## src/rtl/elm_weight_loader.sv

```systemverilog
// elm_weight_loader: streams one layer's bias + weight words into its neurons.
// Optional `BIAS_SELECT_EN adds a one-hot per-neuron bias strobe vector.
module elm_weight_loader #(
    parameter int layerNo    = 1,
    parameter int numNeurons = 64,
    parameter int numWeight  = 128,
    parameter int dataWidth  = 16
) (
    input  logic                   clk,
    input  logic                   rst_n,
    input  logic                   start,
    input  logic [dataWidth-1:0]   s_data,
    input  logic                   s_valid,
    output logic                   s_ready,
    input  logic                   s_last,
    output logic [dataWidth-1:0]   weightValue,
    output logic                   weightValid,
    output logic [dataWidth-1:0]   biasValue,
    output logic                   biasValid,
    output logic [2*dataWidth:0]   config_layer_num,
    output logic [2*dataWidth:0]   config_neuron_num,
`ifdef BIAS_SELECT_EN
    output logic [numNeurons-1:0]  bias_valid_vec,
`endif
    output logic                   busy,
    output logic                   done,
    output logic                   err
);

    localparam int CW = 2*dataWidth+1;
    localparam int NW = (numNeurons > 1) ? $clog2(numNeurons) : 1;
    localparam int WW = (numWeight > 1) ? $clog2(numWeight) : 1;

    localparam logic [NW-1:0] N_LAST = NW'(numNeurons-1);
    localparam logic [WW-1:0] W_LAST = WW'(numWeight-1);

    localparam logic [1:0] S_IDLE = 2'd0;
    localparam logic [1:0] S_BIAS = 2'd1;
    localparam logic [1:0] S_WGT  = 2'd2;
    localparam logic [1:0] S_DONE = 2'd3;

    logic [1:0]    state;
    logic [1:0]    state_nx;
    logic [NW-1:0] n_cnt;
    logic [WW-1:0] w_cnt;
    logic          beat;
    logic          go;
    logic          last_beat;
    logic          frame_bad;

    assign beat      = s_valid & s_ready;
    assign go        = (state == S_IDLE) & start;
    assign last_beat = (state == S_WGT) & (n_cnt == N_LAST) & (w_cnt == W_LAST);
    assign frame_bad = beat & (s_last != last_beat);

    // Next-state decode; counting never looks at s_last.
    always_comb begin
        state_nx = state;
        unique case (state)
            S_IDLE: if (start) state_nx = S_BIAS;
            S_BIAS: if (beat) state_nx = S_WGT;
            S_WGT: begin
                if (beat && (w_cnt == W_LAST))
                    state_nx = (n_cnt == N_LAST) ? S_DONE : S_BIAS;
            end
            S_DONE: state_nx = S_IDLE;
            default: state_nx = S_IDLE;
        endcase
    end

    // State register plus neuron / word position counters.
    always_ff @(posedge clk or negedge rst_n) begin
        if (!rst_n) begin
            state <= S_IDLE;
            n_cnt <= '0;
            w_cnt <= '0;
        end else begin
            state <= state_nx;
            if (go) begin
                n_cnt <= '0;
                w_cnt <= '0;
            end else if (beat && (state == S_WGT)) begin
                if (w_cnt == W_LAST) begin
                    w_cnt <= '0;
                    if (n_cnt != N_LAST)
                        n_cnt <= n_cnt + 1'b1;
                end else begin
                    w_cnt <= w_cnt + 1'b1;
                end
            end
        end
    end

    // Registered status decodes of the next state, plus sticky framing error.
    always_ff @(posedge clk or negedge rst_n) begin
        if (!rst_n) begin
            s_ready          <= 1'b0;
            busy             <= 1'b0;
            done             <= 1'b0;
            err              <= 1'b0;
            config_layer_num <= '0;
        end else begin
            s_ready <= (state_nx == S_BIAS) | (state_nx == S_WGT);
            busy    <= (state_nx != S_IDLE);
            done    <= (state == S_DONE);
            if (state_nx != S_IDLE)
                config_layer_num <= CW'(layerNo);
            else
                config_layer_num <= '0;
            if (go)
                err <= 1'b0;
            else if (frame_bad)
                err <= 1'b1;
        end
    end

    // Neuron-side load bus: strobe, word and neuron index move together.
    always_ff @(posedge clk or negedge rst_n) begin
        if (!rst_n) begin
            biasValid         <= 1'b0;
            weightValid       <= 1'b0;
            biasValue         <= '0;
            weightValue       <= '0;
            config_neuron_num <= '0;
        end else begin
            biasValid   <= beat & (state == S_BIAS);
            weightValid <= beat & (state == S_WGT);
            if (go)
                config_neuron_num <= '0;
            else if (beat)
                config_neuron_num <= CW'(n_cnt);
            if (beat && (state == S_BIAS))
                biasValue <= s_data;
            if (beat && (state == S_WGT))
                weightValue <= s_data;
        end
    end

`ifdef BIAS_SELECT_EN
    // One-hot bias select, aligned with biasValid.
    always_ff @(posedge clk or negedge rst_n) begin
        if (!rst_n) begin
            bias_valid_vec <= '0;
        end else begin
            bias_valid_vec <= '0;
            if (beat && (state == S_BIAS))
                bias_valid_vec[n_cnt] <= 1'b1;
        end
    end
`endif

endmodule

```

## config.mk

```make
export PLATFORM = sky130hd
export DESIGN_NAME = elm_weight_loader
export DESIGN_NICKNAME = d
export VERILOG_FILES = /design/src/rtl/elm_weight_loader.sv
export SDC_FILE = /design/constraint.sdc
export NUM_CORES = 1
export LEC_CHECK = 0
export CAP_MARGIN = 20
export CORE_MARGIN = 2
export CORE_UTILIZATION = 46
export CTS_BUF_LIST = sky130_fd_sc_hd__clkbuf_16
export DETAILED_ROUTE_END_ITERATION = 10
export GPL_TIMING_DRIVEN = 1
export PLACE_DENSITY = 0.91
export SYNTH_ARGS = -nofsm -noshare
export SYNTH_HDL_FRONTEND = slang
export SYNTH_SLANG_ARGS = --single-unit
```

## constraint.sdc

```tcl
create_clock -name clk -period 4.3 [get_ports clk]
set_input_delay 1.075 -clock clk [delete_from_list [all_inputs] [get_ports clk]]
set_output_delay 1.075 -clock clk [all_outputs]
set_load 0.02 [all_outputs]
```

==> impl_metrics.tcl, run 1 <==
set metrics [dict create \
    slew_headroom_pct 38.3 \
    cts_resized 0 \
    worst_path_largest_cell_delay_ns 0.72 \
    ys_types 40 \
    fp.dieW_um 84.6 \
    ff2ff_setup_slack_ns 2.22 \
    setup_viol 0 \
    synth_area_leaders "dfrtp_1, buf_4, nand2_1" \
    drt_iter0_drc 152 \
    tns_ns 0 \
    ys_top_cells_by_count "nand2_1, buf_4, dfrtp_1" \
    grtUsageMet3_pct 5.80 \
    cp-start-kind "primary input" \
    crit_arrival_ns 3.10 \
    drtAntennaViolNets 0 \
    antennaDiodeCount 0 \
    drive_gt1_share_pct 10.3 \
    r2r-start "state[1]" \
    core_area_sq_um 6310 \
    rows 29 \
    total_power_mw 2.53 \
    syn2layout_area_growth_pct 25.5 \
    r2r.worst_path.cells 5 \
    cts_hold_buf 0 \
    track_usage_pct 17.5 \
    cp_top_family "simple AND/OR/NAND/NOR gates" \
    routed_wirelength_mm 6.19 \
    drtPass1Iterations 4 \
    placed_cell_area_sq_um 3460 \
    wire_per_inst_um 13.9 \
    via_per_inst 4.93 \
    fin_area_sq_um 3750 \
    clockBufferDepth 2 \
    yosysMostFrequentCell "nand2_1" \
    dp.cells 429 \
    critPathRequiredTime_ns 4.50 \
    drv_cap 0 \
    ys_ff_latch 59 \
    skew_ns 0.00373 \
    grt.overflow.total 0 \
    dp_hpwl_mm 4.17 \
    syn_area_per_cell_sq_um 10.1 \
    yosysTopAreaCell "dfrtp_1" \
    io_pins 125 \
    hold_viol_final 0 \
    postLayoutCoreUtil_pct 59.4 \
    min_path_type "reg -> reg" \
    clkLatencyLatePin_ns 0.32 \
    dieArea_sq_um 7150 \
    fin_nets 387 \
    pre_cts_slack_ns 1.05 \
    synthDominantCellAreaShare_pct 49.4 \
    worstSetupPathDepth 6 \
    root_buffer "clkbuf_16" \
    hold_ws_ns 0.477 \
    crit_type "in -> reg" \
    period_share_pct 67.3 \
    htreeDepth 3 \
    yosys_warnings 0 \
    initial_utilization_pct 47.3 \
    path_buf_inv 1 \
    grt_use_met1_pct 21.3 \
    gp_congestion 0.813 \
    status "finished, final reports clean" \
    power.density_nw_per_um2 676 \
    ys_async_sr_fraction_pct 100 \
    worst_path_max_delay_cell "or2_1" \
    critical_path.cell_chain "clkdlybuf4s50_1 -> and2_1 -> nand2_1 -> or2_1 -> o21a_1 -> ha_1" \
    fin_cells 445 \
    ir_drop_mv 0.544 \
    grt_pass1_vias 2039 \
    grt_pass1_wl_mm 9.83 \
    die_h_um 84.6 \
    power_leakage_nw 1.81 \
    numCtsBuffers 9 \
    cts_setup_buffers 0 \
    vias 2193 \
    grt_start_max_net_pins 33 \
    portBuffers 65 \
    r2r_end "n_cnt[3]" \
    critical_path.max_fanout 19 \
    drc 0 \
    antenna_found_initial 0 \
    rsz0062_at_grt "false" \
    synth_edf_count 0 \
    crit_end "s_ready" \
    worstSetupStartpoint "s_valid" \
    critPathCaptureType "register" \
    cts.clk_slew.worst_paths_ns 0.05 \
    cts.sinks 59 \
    grt-busiest-layer "met2" \
    worstMarginPinSlew_ns 0.926 \
    ys_seq_area_share_pct 49.4 \
    cts_tree "built" \
    syn_area_sq_um 2990 \
    slew_viol_final 0 \
    synthCells 296 \
    fin_crit_ns 2.89 \
    synthFlopType "dfrtp_1" \
    fmax_mhz 346 \
    setup_ws_ns 1.41 \
    grtUsageMet2_pct 28.3 \
]
## state kept, by name (all words and copies together), names as in the netlist
register / count
s_ready: 1
w_cnt: 7
biasValue: 16
config_neuron_num: 6
err: 1
weightValue: 16
done: 1
biasValid: 1
config_layer_num: 1
n_cnt: 6
weightValid: 1
state: 2
## layout make-up
class,count,area (sq um)
Clock buffer,9,225
Sequential cell,59,1480
Tap cell,77,96.3
Clock inverter,7,60.1
Timing Repair Buffer,67,661
Multi-Input combinational cell,222,1210
Inverter,4,20.0
Fill cell,505,2560
## logic make-up after synthesis
family | share of synthesized area (%)
buffers and inverters | 17.5
AO/OA/AOI/OAI | 5.87
multiplexers | 6.91
XOR/XNOR | 0.880
adder cells (fa/ha/maj) | 1.26
other | 0.126
flip-flops | 49.4
AND/OR/NAND/NOR | 18.0
## cell usage in the layout (no fill, tap or decap), types with 3 or more instances in the layout
cell type	n
nand2_1	72
clkdlybuf4s50_1	64
conb_1	59
dfrtp_1	59
a21oi_1	13
nand3_1	11
mux2_2	9
clkbuf_16	9
nor2_1	7
mux2_4	7
inv_1	4
nor3_1	4
o21ai_0	4
and4_1	3
xor2_1	3
ha_1	3
## worst reg2reg max path: cells and delay by family, from the launching register on
kind / cells / cell delay [ns]
DFF: 1 / 0.50
buffers and inverters: 1 / 0.32
AOI/OAI and AO/OA: 1 / 0.15
and+or+nand+nor: 3 / 1.04
## layer usage
metal	wire length, um	up-vias
li1	-	1005
met1	2510	1074
met2	3160	98
met3	394	16
met4	132	0
met5	0	-
## power breakdown
group / internal [mW] / total [mW] / switching, mW / leakage (nW)
logic: 0.473 / 0.985 / 0.512 / 0.915
clock network: 0.440 / 0.675 / 0.235 / 0.145
registers: 0.742 / 0.874 / 0.132 / 0.753
total: 1.65 / 2.53 / 0.880 / 1.81
## how the worst min path moves through the flow
| stage | startpoint | to | cells after the start |
|---|---|---|---|
| finish | weightValue[15] | weightValue[15] | 2 |
| global route | weightValue[15] | weightValue[15] | 2 |
| CTS | weightValue[15] | weightValue[15] | 2 |
| detailed placement | weightValue[15] | weightValue[15] | 2 |
| global placement | weightValue[8] | weightValue[8] | 2 |
| floorplan | w_cnt[5] | w_cnt[5] | 1 |
No activity file was read; power rests on OpenSTA's default activity.
==> run 2: changes to the inputs <==
CORE_UTILIZATION = 43   (was 46)
PLACE_DENSITY = 0.87   (was 0.91)
clock period = 2.9 ns   (was 4.3 ns; I/O delays follow)
==> run 2 against run 1 <==
  * Routed wire length is 6.0% lower
  * Non-clock buffer count is 4 higher
  * Worst setup slack worse by 0.67 ns
  * Sequential share of layout area fell by 0.25 points
  * Register-to-register slack got worse by 1.3 ns
  * Count of clock-buffer cells in the layout is the same
  * Total power up 48%
  * Hold slack got worse by 0.074 ns
  * Cell count grew 1.3%
  * Critical path depth is the same
  * Clock skew about the same
  * Die area up 6.6%
==> impl_metrics.tcl, run 2 (synthesis gave the netlist of run 1 again) <==
set metrics [dict create \
    clockBufferDepth 2 \
    power.density_nw_per_um2 991 \
    status "finished, final reports clean" \
    multiInputGateArea_sq_um 1210 \
    fin_nets 391 \
    initial_utilization_pct 44.2 \
    syn2layout_area_growth_pct 26.3 \
    rsz0062_at_grt "false" \
    min_path_type "in -> async" \
    antenna_found_initial 0 \
    dp.cells 436 \
    cts_hold_buf 0 \
    wire_per_inst_um 12.9 \
    ir_drop_mv 0.542 \
    cp-start-kind "primary input" \
    tns_ns 0 \
    drive_gt1_share_pct 10.8 \
    slew_viol_final 0 \
    drt_iter0_drc 121 \
    regArea_sq_um 1480 \
    grt.overflow.total 0 \
    fin_crit_ns 2.17 \
    crit_type "in -> reg" \
    portBuffers 65 \
    clkLatencyLatePin_ns 0.32 \
    fin_cells 451 \
    grt_start_max_net_pins 27 \
    grt_pass1_vias 2020 \
    gp_congestion 0.888 \
    grt_pass1_wl_mm 9.52 \
    reg.largest.list "biasValue (16), weightValue (16), w_cnt (7)" \
    drtAntennaViolNets 0 \
    vias 2146 \
    skew_ns 0.00388 \
    slew_headroom_pct 61.7 \
    cts_resized 0 \
    cp_top_family "simple AND/OR/NAND/NOR gates" \
    cts_setup_buffers 0 \
    cts.sinks 59 \
    postLayoutCoreUtil_pct 55.8 \
    layout_common_cells "nand2_1, clkdlybuf4s50_1, conb_1, dfrtp_1, a21oi_1" \
    htreeDepth 3 \
    cts_tree "built" \
    setup_viol 0 \
    cts.clk_slew.worst_paths_ns 0.05 \
    dp_hpwl_mm 4.05 \
    period_share_pct 74.7 \
    via_per_inst 4.76 \
    dieArea_sq_um 7630 \
    die_h_um 87.3 \
    fmax_mhz 462 \
    worstMarginPinSlew_ns 0.575 \
    root_buffer "clkbuf_16" \
    core_area_sq_um 6760 \
    n_fill_cell 596 \
    path_buf_inv 2 \
    worst_path_max_delay_cell "clkdlybuf4s50_1" \
    drtPass1Iterations 4 \
    antennaDiodeCount 0 \
    power_leakage_nw 1.83 \
    worst_path_largest_cell_delay_ns 0.53 \
    critPathCaptureType "register" \
    numCtsBuffers 9 \
    crit_arrival_ns 2.41 \
    fp.dieW_um 87.3 \
    hold_viol_final 0 \
    track_usage_pct 16.0 \
    critical_path.cell_chain "clkdlybuf4s50_1 -> nand4b_4 -> clkinv_4 -> nand4_4 -> or4_1 -> a21oi_1" \
    critPathRequiredTime_ns 3.14 \
    drc 0 \
    io_pins 125 \
    critical_path.max_fanout 26 \
    layout_commonest_cell "nand2_1" \
    routed_wirelength_mm 5.82 \
    rows 30 \
    drv_cap 0 \
]
run 2: cell types whose count changed in the layout (fill, tap and decap cells not counted), sizes merged:
cell | before | now
buf | 3 | 7
clkinv | 6 | 4
inv | 4 | 5
run 2: final timing paths:
path	slack (ns)	endpoint	startpoint	cells after the start
min in group clk	0.48	weightValue[2]	weightValue[2]	2
max in group asynchronous	1.83	weightValue[7]	rst_n	2
worst max-delay path	0.73	n_cnt[3]	s_valid	6
worst min-delay path	0.40	config_neuron_num[3]	rst_n	1
worst max register to register	0.94	s_ready	w_cnt[0]	4
worst min register to register	0.48	weightValue[2]	weightValue[2]	2
run 2: final cells by class:
cell class | count | area share, %
Clock inverter | 6 | 1.33
Clock buffer | 9 | 5.97
Multi-Input combinational cell | 222 | 32.1
Timing Repair Buffer | 71 | 18.3
Tap cell | 80 | 2.65
Inverter | 4 | 0.531
Sequential cell | 59 | 39.1
run 2: metal layers:
metal / share of wire, % / GRT usage [%]
met4: 0.84 / 6.85
met3: 8.4 / 5.12
met1: 40 / 19.1
met2: 51 / 26.7
met5: 0 / 0
run 2: metrics by stage:
step / hold WS (ns) / setup WS [ns] / total power, mW / cell area (sq um)
after detailed placement: 0.462 / 0.407 / 2.77 / 3500
final: 0.402 / 0.734 / 3.74 / 3770
after global placement: 0.463 / 0.438 / 2.72 / 3500
after global routing: 0.446 / 0.650 / 3.95 / 3770
after floorplan: 0.429 / 0.917 / 2.17 / 3200
after CTS: 0.418 / 0.730 / 3.78 / 3770
run 2: power by group:
part           internal, mW  total [mW]  leakage, nW  switching [mW]
registers              1.10        1.28        0.753           0.184
logic                 0.711        1.47        0.934           0.756
clock network         0.645       0.988        0.143           0.343
total                  2.45        3.74         1.83            1.28
==> run 3: changes to the inputs <==
clock period = 2.2 ns   (was 2.9 ns; I/O delays follow)
==> run 3 against run 2 <==
  * Flip-flop and latch count stayed put
  * Routed wire length is 1.4% lower
  * Sequential power is 33% higher
  * Die area stayed put
  * Register-to-register slack worse by 0.57 ns
  * Cell area is 3.9% higher
  * Critical path depth is 5 lower
  * Clock power is 68% higher
  * Total power is 43% higher
  * Critical path type is now reg -> out
  * Largest cell class unchanged
==> impl_metrics.tcl, run 3 (synthesis gave the netlist of run 1 again) <==
set metrics [dict create \
    cts_hold_buf 0 \
    cts.sinks 59 \
    dp_hpwl_mm 4.08 \
    drtAntennaViolNets 0 \
    clkLatencyLatePin_ns 0.31 \
    hold_ws_ns 0.159 \
    ff2ff_setup_slack_ns 0.37 \
    rows 30 \
    setup_viol 0 \
    initial_utilization_pct 44.2 \
    die_h_um 87.3 \
    min_path_type "in -> async" \
    track_usage_pct 15.6 \
    cts_tree "built" \
    reg.largest.list "biasValue (16), weightValue (16), w_cnt (7)" \
    dieArea_sq_um 7630 \
    cp_top_family "buffers and inverters" \
    ir_drop_mv 0.811 \
    io_pins 125 \
    critPathCaptureType "output pin" \
    syn2layout_area_growth_pct 31.3 \
    antenna_found_initial 0 \
    layout_common_cells "nand2_1, clkdlybuf4s50_1, conb_1, dfrtp_1, a21oi_1" \
    portBuffers 65 \
    n_fill_cell 585 \
    grt_start_max_net_pins 45 \
    fp.dieW_um 87.3 \
    layout_commonest_cell "nand2_1" \
    crit_arrival_ns 1.37 \
    critPathRequiredTime_ns 1.65 \
    r2r.worst_path.cells 6 \
    path_buf_inv 1 \
    fin_area_sq_um 3920 \
    worst_path_largest_cell_delay_ns 0.63 \
    slew_viol_final 0 \
    power.density_nw_per_um2 1360 \
    numCtsBuffers 9 \
    clockBufferDepth 2 \
    drive_gt1_share_pct 12.2 \
    htreeDepth 3 \
    period_share_pct 87.3 \
    root_buffer "clkbuf_16" \
    r2r-start "n_cnt[0]" \
    rsz0062_at_grt "false" \
    skew_ns 0.00644 \
    r2r_end "s_ready" \
    grt_pass1_wl_mm 9.44 \
    drt_iter0_drc 56 \
    status "finished, final reports clean" \
    grt_pass1_vias 2011 \
    fin_crit_ns 1.92 \
    cp-start-kind "register" \
    gp_congestion 0.798 \
    core_area_sq_um 6760 \
    fmax_mhz 521 \
    wire_per_inst_um 12.6 \
    via_per_inst 4.64 \
    antennaDiodeCount 0 \
    drc 0 \
    postLayoutCoreUtil_pct 58.0 \
    drtPass1Iterations 4 \
    drv_cap 0 \
    routed_wirelength_mm 5.74 \
    power_leakage_nw 1.90 \
    critical_path.cell_chain "clkdlybuf4s50_1" \
    hold_viol_final 0 \
    cts_setup_buffers 0 \
    crit_type "reg -> out" \
    cts_resized 0 \
    placed_cell_area_sq_um 3560 \
    tns_ns 0 \
    cts.clk_slew.worst_paths_ns 0.05 \
    grt.overflow.total 0 \
    critical_path.max_fanout 4 \
    worst_path_max_delay_cell "clkdlybuf4s50_1" \
    vias 2117 \
    fin_nets 395 \
]
run 3: cell types whose count changed in the layout (fill, tap and decap cells not counted), sizes merged:
cell,change
buf,+4
bufinv,+3
clkinv,-1
inv,-1
run 3: worst max path at each step:
| stage | from | to | slack [ns] | cells after the start |
|---|---|---|---|---|
| finish | s_ready | s_ready | 0.28 | 1 |
| global placement | s_valid | biasValue[12] | 0.03 | 6 |
| floorplan | s_ready | s_ready | 0.39 | 8 |
| CTS | s_ready | s_ready | 0.26 | 1 |
| global route | s_ready | s_ready | 0.24 | 1 |
| detailed placement | s_valid | biasValue[12] | -0.02 | 6 |
run 3: through the flow:
| step | setup slack [ns] | std cells | power [mW] |
|---|---|---|---|
| 5_1_grt | 0.245 | 456 | 5.62 |
| 4_1_cts | 0.258 | 456 | 5.39 |
| 2_1_floorplan | 0.386 | 354 | 2.86 |
| 3_3_place_gp | 0.0254 | 440 | 3.63 |
| 3_5_place_dp | -0.0158 | 440 | 3.70 |
| 6_report | 0.279 | 456 | 5.34 |
run 3: area by class of cell:
| cell class | instances | area [sq um] | area share (%) |
|---|---|---|---|
| clock buffers | 9 | 225 | 5.74 |
| clock inverters | 7 | 131 | 3.35 |
| inverters | 4 | 20.0 | 0.511 |
| multi-input cells | 222 | 1210 | 30.9 |
| flip-flops and latches | 59 | 1480 | 37.7 |
| well taps | 80 | 100 | 2.55 |
| repair buffers | 75 | 758 | 19.3 |
run 3: per-layer routing:
| layer | global-route usage [%] | up-vias | part of all wire [%] |
|---|---|---|---|
| li1 | - | 1021 | - |
| met1 | 19.6 | 1010 | 43 |
| met2 | 26.4 | 83 | 51 |
| met3 | 3.98 | 3 | 5.9 |
| met4 | 5.03 | 0 | 0.66 |
| met5 | 0 | - | 0 |
run 3: power by group:
group | total, mW | internal (mW) | switching [mW]
Clock | 1.66 | 1.21 | 0.455
Sequential | 1.70 | 1.45 | 0.251
Combinational | 1.98 | 0.980 | 0.996
Total | 5.34 | 3.64 | 1.70
